===== src/rtl/muldiv_pkg.sv =====
// -----------------------------------------------------------------------------
// muldiv_pkg
//
// Shared definitions for the multiply/divide sequencer:
//   state_e  - sequencer FSM states
//   op_e     - unit mode-select / latched operation encodings
//   *_DEF    - default iteration counts and counter width
// -----------------------------------------------------------------------------
package muldiv_pkg;

  typedef enum logic [2:0] {
    IDLE   = 3'd0,
    CLEAR  = 3'd1,
    RUN    = 3'd2,
    COMMIT = 3'd3,
    EXC    = 3'd4
  } state_e;

  typedef enum logic [1:0] {
    OP_NONE = 2'b00,
    OP_MULT = 2'b01,
    OP_DIV  = 2'b10
  } op_e;

  // Booth multiply retires one bit per cycle; restoring divide needs one extra
  // step to produce the final remainder.
  localparam int MULT_CYCLES_DEF = 32;
  localparam int DIV_CYCLES_DEF  = 33;
  localparam int CNT_W_DEF       = 6;

endpackage : muldiv_pkg


===== src/rtl/muldiv_iter_counter.sv =====
// -----------------------------------------------------------------------------
// muldiv_iter_counter
//
// Loadable iteration counter with a terminal-count compare.
//
// Ports:
//   clk    in   system clock
//   reset  in   asynchronous active-high reset (count -> 0)
//   clear  in   synchronous clear to 0 (has priority over inc)
//   inc    in   increment by one this cycle
//   limit  in   terminal value (last iteration index, i.e. cycles-1)
//   tc     out  count currently equals limit
// -----------------------------------------------------------------------------
module muldiv_iter_counter #(
  parameter int CNT_W = 6
) (
  input  logic             clk,
  input  logic             reset,
  input  logic             clear,
  input  logic             inc,
  input  logic [CNT_W-1:0] limit,
  output logic             tc
);

  logic [CNT_W-1:0] cnt_d;
  logic [CNT_W-1:0] cnt_q;

  // NOTE: every variable assigned in always_comb gets a default first, so no
  // path leaves it unassigned and no latch is inferred.
  always_comb begin
    cnt_d = cnt_q;
    if (clear) begin
      cnt_d = '0;
    end else if (inc) begin
      cnt_d = cnt_q + CNT_W'(1);
    end
  end

  // NOTE: sequential state uses non-blocking assignments only, so every flop
  // samples pre-edge values regardless of block ordering.
  always_ff @(posedge clk or posedge reset) begin
    if (reset) begin
      cnt_q <= '0;
    end else begin
      cnt_q <= cnt_d;
    end
  end

  // Compare against the current value: tc is high during the last iteration,
  // so the FSM leaves RUN at the edge that ends it.
  assign tc = (cnt_q == limit);

endmodule : muldiv_iter_counter


===== src/rtl/muldiv_sequencer.sv =====
// -----------------------------------------------------------------------------
// muldiv_sequencer
//
// Control FSM for the iterative multiply/divide unit of the multicycle CPU.
// Accepts mult/div commands, latches the operands for the unit, clears the
// unit, drives its mode select for the required number of iterations and
// commits the unit's Hi/Lo into the architectural Hi/Lo registers. A divide
// by zero raises a one-cycle exception pulse without running the unit.
//
// Configuration macro:
//   MULDIV_EARLY_EXIT_EN - when defined, a mult with a zero operand skips
//                          CLEAR/RUN and commits Hi = Lo = 0 one cycle after
//                          accept. Undefined: every mult runs all iterations.
//
// Ports:
//   clk, reset         clock, asynchronous active-high reset
//   op_valid, op_code  command request (01 mult, 10 div, others ignored)
//   op_a, op_b         operands (rs, rt), passed to the unit unchanged
//   hilo_rd            main control wants to read Hi/Lo
//   md_a, md_b         latched operands to the unit
//   md_ctrl            unit mode select: 00 idle, 01 mult, 10 div
//   md_reset           unit clear (high in CLEAR and while reset is high)
//   md_hi, md_lo       unit results
//   busy               operation in flight (CLEAR, RUN, COMMIT, EXC)
//   stall              busy & (op_valid | hilo_rd), combinational
//   done               one-cycle pulse during COMMIT
//   div_zero_exc       one-cycle pulse on division by zero
//   hi_q, lo_q         architectural Hi/Lo
// -----------------------------------------------------------------------------
module muldiv_sequencer
  import muldiv_pkg::*;
#(
  parameter int MULT_CYCLES = MULT_CYCLES_DEF,
  parameter int DIV_CYCLES  = DIV_CYCLES_DEF,
  parameter int CNT_W       = CNT_W_DEF
) (
  input  logic        clk,
  input  logic        reset,
  input  logic        op_valid,
  input  logic [1:0]  op_code,
  input  logic [31:0] op_a,
  input  logic [31:0] op_b,
  input  logic        hilo_rd,
  output logic [31:0] md_a,
  output logic [31:0] md_b,
  output logic [1:0]  md_ctrl,
  output logic        md_reset,
  input  logic [31:0] md_hi,
  input  logic [31:0] md_lo,
  output logic        busy,
  output logic        stall,
  output logic        done,
  output logic        div_zero_exc,
  output logic [31:0] hi_q,
  output logic [31:0] lo_q
);

  // Last iteration index for each operation.
  localparam logic [CNT_W-1:0] MULT_LAST = CNT_W'(MULT_CYCLES - 1);
  localparam logic [CNT_W-1:0] DIV_LAST  = CNT_W'(DIV_CYCLES - 1);

  state_e      state_d, state_q;
  op_e         op_d, op_q;
  logic [31:0] md_a_d, md_a_q;
  logic [31:0] md_b_d, md_b_q;
  logic [1:0]  md_ctrl_d, md_ctrl_q;
  logic        md_reset_d, md_reset_q;
  logic        busy_d, busy_q;
  logic        done_d, done_q;
  logic        exc_d, exc_q;
  logic [31:0] hi_d, lo_d;
  logic [31:0] hi_r, lo_r;

  logic        cnt_clear;
  logic        cnt_inc;
  logic        cnt_tc;
  logic [CNT_W-1:0] cnt_limit;

  // ---------------------------------------------------------------------------
  // Iteration counter: zeroed during CLEAR, advanced every RUN cycle.
  // ---------------------------------------------------------------------------
  assign cnt_clear = (state_q == CLEAR);
  assign cnt_inc   = (state_q == RUN);
  assign cnt_limit = (op_q == OP_DIV) ? DIV_LAST : MULT_LAST;

  muldiv_iter_counter #(
    .CNT_W (CNT_W)
  ) u_iter_counter (
    .clk   (clk),
    .reset (reset),
    .clear (cnt_clear),
    .inc   (cnt_inc),
    .limit (cnt_limit),
    .tc    (cnt_tc)
  );

  // ---------------------------------------------------------------------------
  // Next-state and datapath-register logic.
  // ---------------------------------------------------------------------------
  always_comb begin
    state_d = state_q;
    op_d    = op_q;
    md_a_d  = md_a_q;
    md_b_d  = md_b_q;
    hi_d    = hi_r;
    lo_d    = lo_r;

    unique case (state_q)
      IDLE: begin
        if (op_valid) begin
          if ((op_code == OP_MULT) || ((op_code == OP_DIV) && (op_b != '0))) begin
            md_a_d  = op_a;
            md_b_d  = op_b;
            op_d    = op_e'(op_code);
            state_d = CLEAR;
`ifdef MULDIV_EARLY_EXIT_EN
            // A zero operand makes the product zero: skip the unit entirely.
            // OP_NONE in COMMIT marks a zero-result commit.
            if ((op_code == OP_MULT) && ((op_a == '0) || (op_b == '0))) begin
              op_d    = OP_NONE;
              state_d = COMMIT;
            end
`endif
          end else if (op_code == OP_DIV) begin
            // Divide by zero: operands are not loaded, the unit never runs.
            state_d = EXC;
          end
        end
      end

      CLEAR: state_d = RUN;

      RUN: begin
        if (cnt_tc) begin
          state_d = COMMIT;
        end
      end

      COMMIT: begin
        // The unit's last iteration settled at the edge entering COMMIT, so
        // md_hi/md_lo are final here; intermediate values never get this far.
        hi_d    = (op_q == OP_NONE) ? '0 : md_hi;
        lo_d    = (op_q == OP_NONE) ? '0 : md_lo;
        state_d = IDLE;
      end

      EXC: state_d = IDLE;

      default: state_d = IDLE;
    endcase
  end

  // Outputs are decoded from the next state so they appear registered and
  // aligned with the state they describe.
  always_comb begin
    busy_d     = (state_d != IDLE);
    md_reset_d = (state_d == CLEAR);
    md_ctrl_d  = (state_d == RUN) ? op_d : OP_NONE;
    done_d     = (state_d == COMMIT);
    exc_d      = (state_d == EXC);
  end

  // ---------------------------------------------------------------------------
  // State and output registers. md_reset comes out of reset high so the unit
  // is held clear for as long as reset is asserted.
  // ---------------------------------------------------------------------------
  always_ff @(posedge clk or posedge reset) begin
    if (reset) begin
      state_q    <= IDLE;
      op_q       <= OP_NONE;
      md_a_q     <= '0;
      md_b_q     <= '0;
      md_ctrl_q  <= OP_NONE;
      md_reset_q <= 1'b1;
      busy_q     <= 1'b0;
      done_q     <= 1'b0;
      exc_q      <= 1'b0;
      hi_r       <= '0;
      lo_r       <= '0;
    end else begin
      state_q    <= state_d;
      op_q       <= op_d;
      md_a_q     <= md_a_d;
      md_b_q     <= md_b_d;
      md_ctrl_q  <= md_ctrl_d;
      md_reset_q <= md_reset_d;
      busy_q     <= busy_d;
      done_q     <= done_d;
      exc_q      <= exc_d;
      hi_r       <= hi_d;
      lo_r       <= lo_d;
    end
  end

  assign md_a         = md_a_q;
  assign md_b         = md_b_q;
  assign md_ctrl      = md_ctrl_q;
  assign md_reset     = md_reset_q;
  assign busy         = busy_q;
  assign done         = done_q;
  assign div_zero_exc = exc_q;
  assign hi_q         = hi_r;
  assign lo_q         = lo_r;

  // Requests arriving while busy are held off; in COMMIT this keeps a pending
  // Hi/Lo read from seeing the pre-commit values.
  assign stall = busy_q & (op_valid | hilo_rd);

endmodule : muldiv_sequencer


===== config.mk =====
export PLATFORM = sky130hd
export DESIGN_NAME = muldiv_sequencer
export DESIGN_NICKNAME = d
export VERILOG_FILES = /design/src/rtl/muldiv_pkg.sv /design/src/rtl/muldiv_iter_counter.sv /design/src/rtl/muldiv_sequencer.sv
export SDC_FILE = /design/constraint.sdc
export NUM_CORES = 1
export LEC_CHECK = 0
export CAP_MARGIN = 20
export CORE_MARGIN = 2
export CORE_UTILIZATION = 34
export DETAILED_ROUTE_END_ITERATION = 6
export HOLD_SLACK_MARGIN = 0.05
export PLACE_DENSITY_LB_ADDON = 0.25
export SETUP_SLACK_MARGIN = 0.2
export SLEW_MARGIN = 10
export SYNTH_ARGS = -nofsm -noshare
export SYNTH_HDL_FRONTEND = slang
export SYNTH_SLANG_ARGS = --single-unit

===== constraint.sdc =====
create_clock -name clk -period 7 [get_ports clk]
set_clock_uncertainty 0.2 [all_clocks]
set_input_delay 1.4 -clock clk [delete_from_list [all_inputs] [get_ports clk]]
set_output_delay 1.4 -clock clk [all_outputs]
set_load 0.03 [all_outputs]

==> results.ini <==
[grt]
antenna_found_initial = 0
grt_pass1_wl_um = 31400
grt_pass1_vias = 5863
grt-ovfl-total = 0
grt_max_degree = 129
grt_usage_pct = 19.1

[sta]
period_minus_slack_ns = 4.27
setup_violations = 0
max_slew_margin_pct = 45.9
hold_viol = 0
layout_setup_ws_ns = 2.73
fin_tns_setup_ns = 0
slew_violations = 0
finalCritPeriodShare_pct = 61.0
max_freq_mhz = 234
rsz0062_at_grt = false
worst_slew_pin_slew_ns = 0.812

[route]
wl_per_cell_um = 17.1
drt_iter0_drc = 437
final_antenna_net_count = 0
vias = 6263
dr.pass1.iters = 5
via_per_inst = 5.13
drc = 0
wl_um = 20900

[pwr]
pwr-share-comb_pct = 51.2
p_sw_mw = 2.08
switching_share_pct = 42.6
irDropWorstVdd_uv = 222
intPower_mw = 2.80
pwr-share-seq_pct = 31.1
pwr-share-clk_pct = 17.8
p_leak_nw = 4.31
cellPowerDensity_nw_per_um2 = 478
power_mw = 4.87

[layout]
drive_above_1_share_pct = 5.86
final_cells = 1221
area_delta_synth_final_pct = 51.2
stdcell_area_um2 = 10200
diodes = 0
nFillCells = 1771
fin_nets = 1078

[worst_setup_path]
path_cells = clkdlybuf4s50_1 -> o21a_1 -> clkdlybuf4s50_1
critPathMaxFanout = 2
worst_ep_required_time_ns = 5.40
max_stage_delay_ns = 0.66
end_kind = output port
worst_path_most_repeated_cell = clkdlybuf4s50_1
cp_data_arrival_time_ns = 2.67
worstSetupPathType = in2out
rr_worst_depth = 5
slowest_stage = clkdlybuf4s50_1
worst_setup_path_start_kind = input port

[floorplanning]
initial_core_util_pct = 34.6
die-area_um2 = 21000
io_pins = 269
die_x_um = 145
die_h_um = 145
design.core.area_um2 = 19500
rows = 51

[clock_network]
clk_path_buf_depth = 2
postCtsSetupBuffers = 0
cts-resized-gates = 0
h-tree-depth = 4
clk_latency_ns = 0.42
cts_sinks = 145
cts_buffers = 17
clk_pin_slew_worst_paths_ns = 0.07
cts_root_buf = clkbuf_16
postCtsHoldBufs = 0
cts_tree = done

[synth]
synth-seq-area-share_pct = 53.8
synth_common_cells = 170 x nand2_1, 144 x dfrtp_1, 74 x o21ai_0
synth_fp_nets = 842
yosys_most_used_dff = dfrtp_1
ys_seq_elements = 145
yosys.area.top_type = dfrtp_1
synth-edff-count = 0
yosys_warnings = 0
syn_inst = 707
synth_area_um2 = 6740
synth_most_common_cell = nand2_1
yosysTopAreaCellShare_pct = 53.4
ys_async_sr_fraction_pct = 100
synth_area_leaders = dfrtp_1 53%, nand2_1 9.5%, o21ai_0 5.5%, a311o_1 4.8%, a22o_1 4.2%
syn_area_per_cell_um2 = 9.54
ys_types = 38

[placed_design]
place_congestion = 0.775
hpwl_um = 13500
pre_cts_slack_ns = 2.74
numPortBuffers = 268
placed_cells = 1188
placed_area_um2 = 9610

[hold_path]
holdCritPathClass = reg2reg
whs_path_depth = 2

[flow_run]
drv_cap = 0

[status]
status = complete, no violations

==> cell families (layout without fill, tap and decap cells) <==
kind of cell / after synthesis / after routing / synth area share, %
buffers and inverters: 71 / 320 / 4.21
adder cells (fa/ha/maj): 1 / 1 / 0.186
flip-flops: 145 / 145 / 53.8
AO/OA/AOI/OAI: 215 / 215 / 23.0
AND/OR/NAND/NOR: 273 / 273 / 18.6
XOR/XNOR: 2 / 2 / 0.260
==> worst max-delay path, delay by kind of cell <==
kind	cells	cell delay [ns]
AOI/OAI and AO/OA	1	0.13
buffers and inverters	2	1.14
==> sequential cells by signal, indices dropped and copies added (netlist names) <==
signal	flops
md_a	32
state_q	3
div_zero_exc	1
done	1
op_q	2
md_b	32
u_iter_counter.cnt_q	6
md_ctrl	2
busy	1
lo_q	32
md_reset	1
hi_q	32
==> metrics by stage <==
step                      util, %  hold WS (ns)
after floorplan                 -         0.292
after global placement       49.4         0.261
after detailed placement     49.4         0.269
after CTS                    52.2         0.283
after global routing         52.4         0.302
final                        52.4         0.276
==> worst paths after layout <==
path,startpoint,endpoint,slack [ns]
max,op_valid,stall,2.73
min in group asynchronous,reset,lo_q[15],1.30
min,hi_q[0],hi_q[0],0.28
max reg2reg,state_q[2],md_a[10],4.36
max in group asynchronous,reset,hi_q[31],3.96
min reg2reg,hi_q[0],hi_q[0],0.28
==> routing by layer <==
layer	track usage [%]	wire length (um)
met1	25.9	9290
met2	29.8	9480
met3	4.84	1710
met4	6.34	409
met5	0	0
==> power groups by stage <==
| stage | clock network, mW | logic (mW) | registers, mW |
|---|---|---|---|
| finish | 0.867 | 2.49 | 1.51 |
| global route | 0.923 | 2.67 | 1.57 |
| CTS | 0.892 | 2.51 | 1.51 |
| detailed placement | 0 | 2.50 | 1.53 |
| global placement | 0 | 2.48 | 1.51 |
| floorplan | 0 | 0.734 | 2.22 |
==> area by class of cell <==
type                    instances  area (um^2)  share of cell area (%)
flip-flops and latches        145         3630                    35.6
inverters                       5         23.8                   0.233
clock buffers                  18          439                    4.31
clock inverters                14          119                    1.17
repair buffers                283         2810                    27.6
well taps                     265          332                    3.25
multi-input cells             491         2840                    27.9
==> cells in the final DEF, fill, tap and decap left out, types with 2 or more instances in the layout <==
cell	instances
clkdlybuf4s50_1	267
nand2_1	170
dfrtp_1	144
o21ai_0	74
nor3_1	37
nor2b_1	36
a22o_1	32
a31oi_1	32
o2bb2ai_1	32
a311o_1	32
clkbuf_16	17
buf_4	14
nor4_1	9
inv_6	7
a21oi_1	5
inv_1	4
nor2_1	4
clkinvlp_4	4
o21a_1	3
nand2b_1	2
nand4_1	2
nand3_1	2
or4_1	2
inv_8	2
Note: power is estimated with default switching activity, not from simulation.
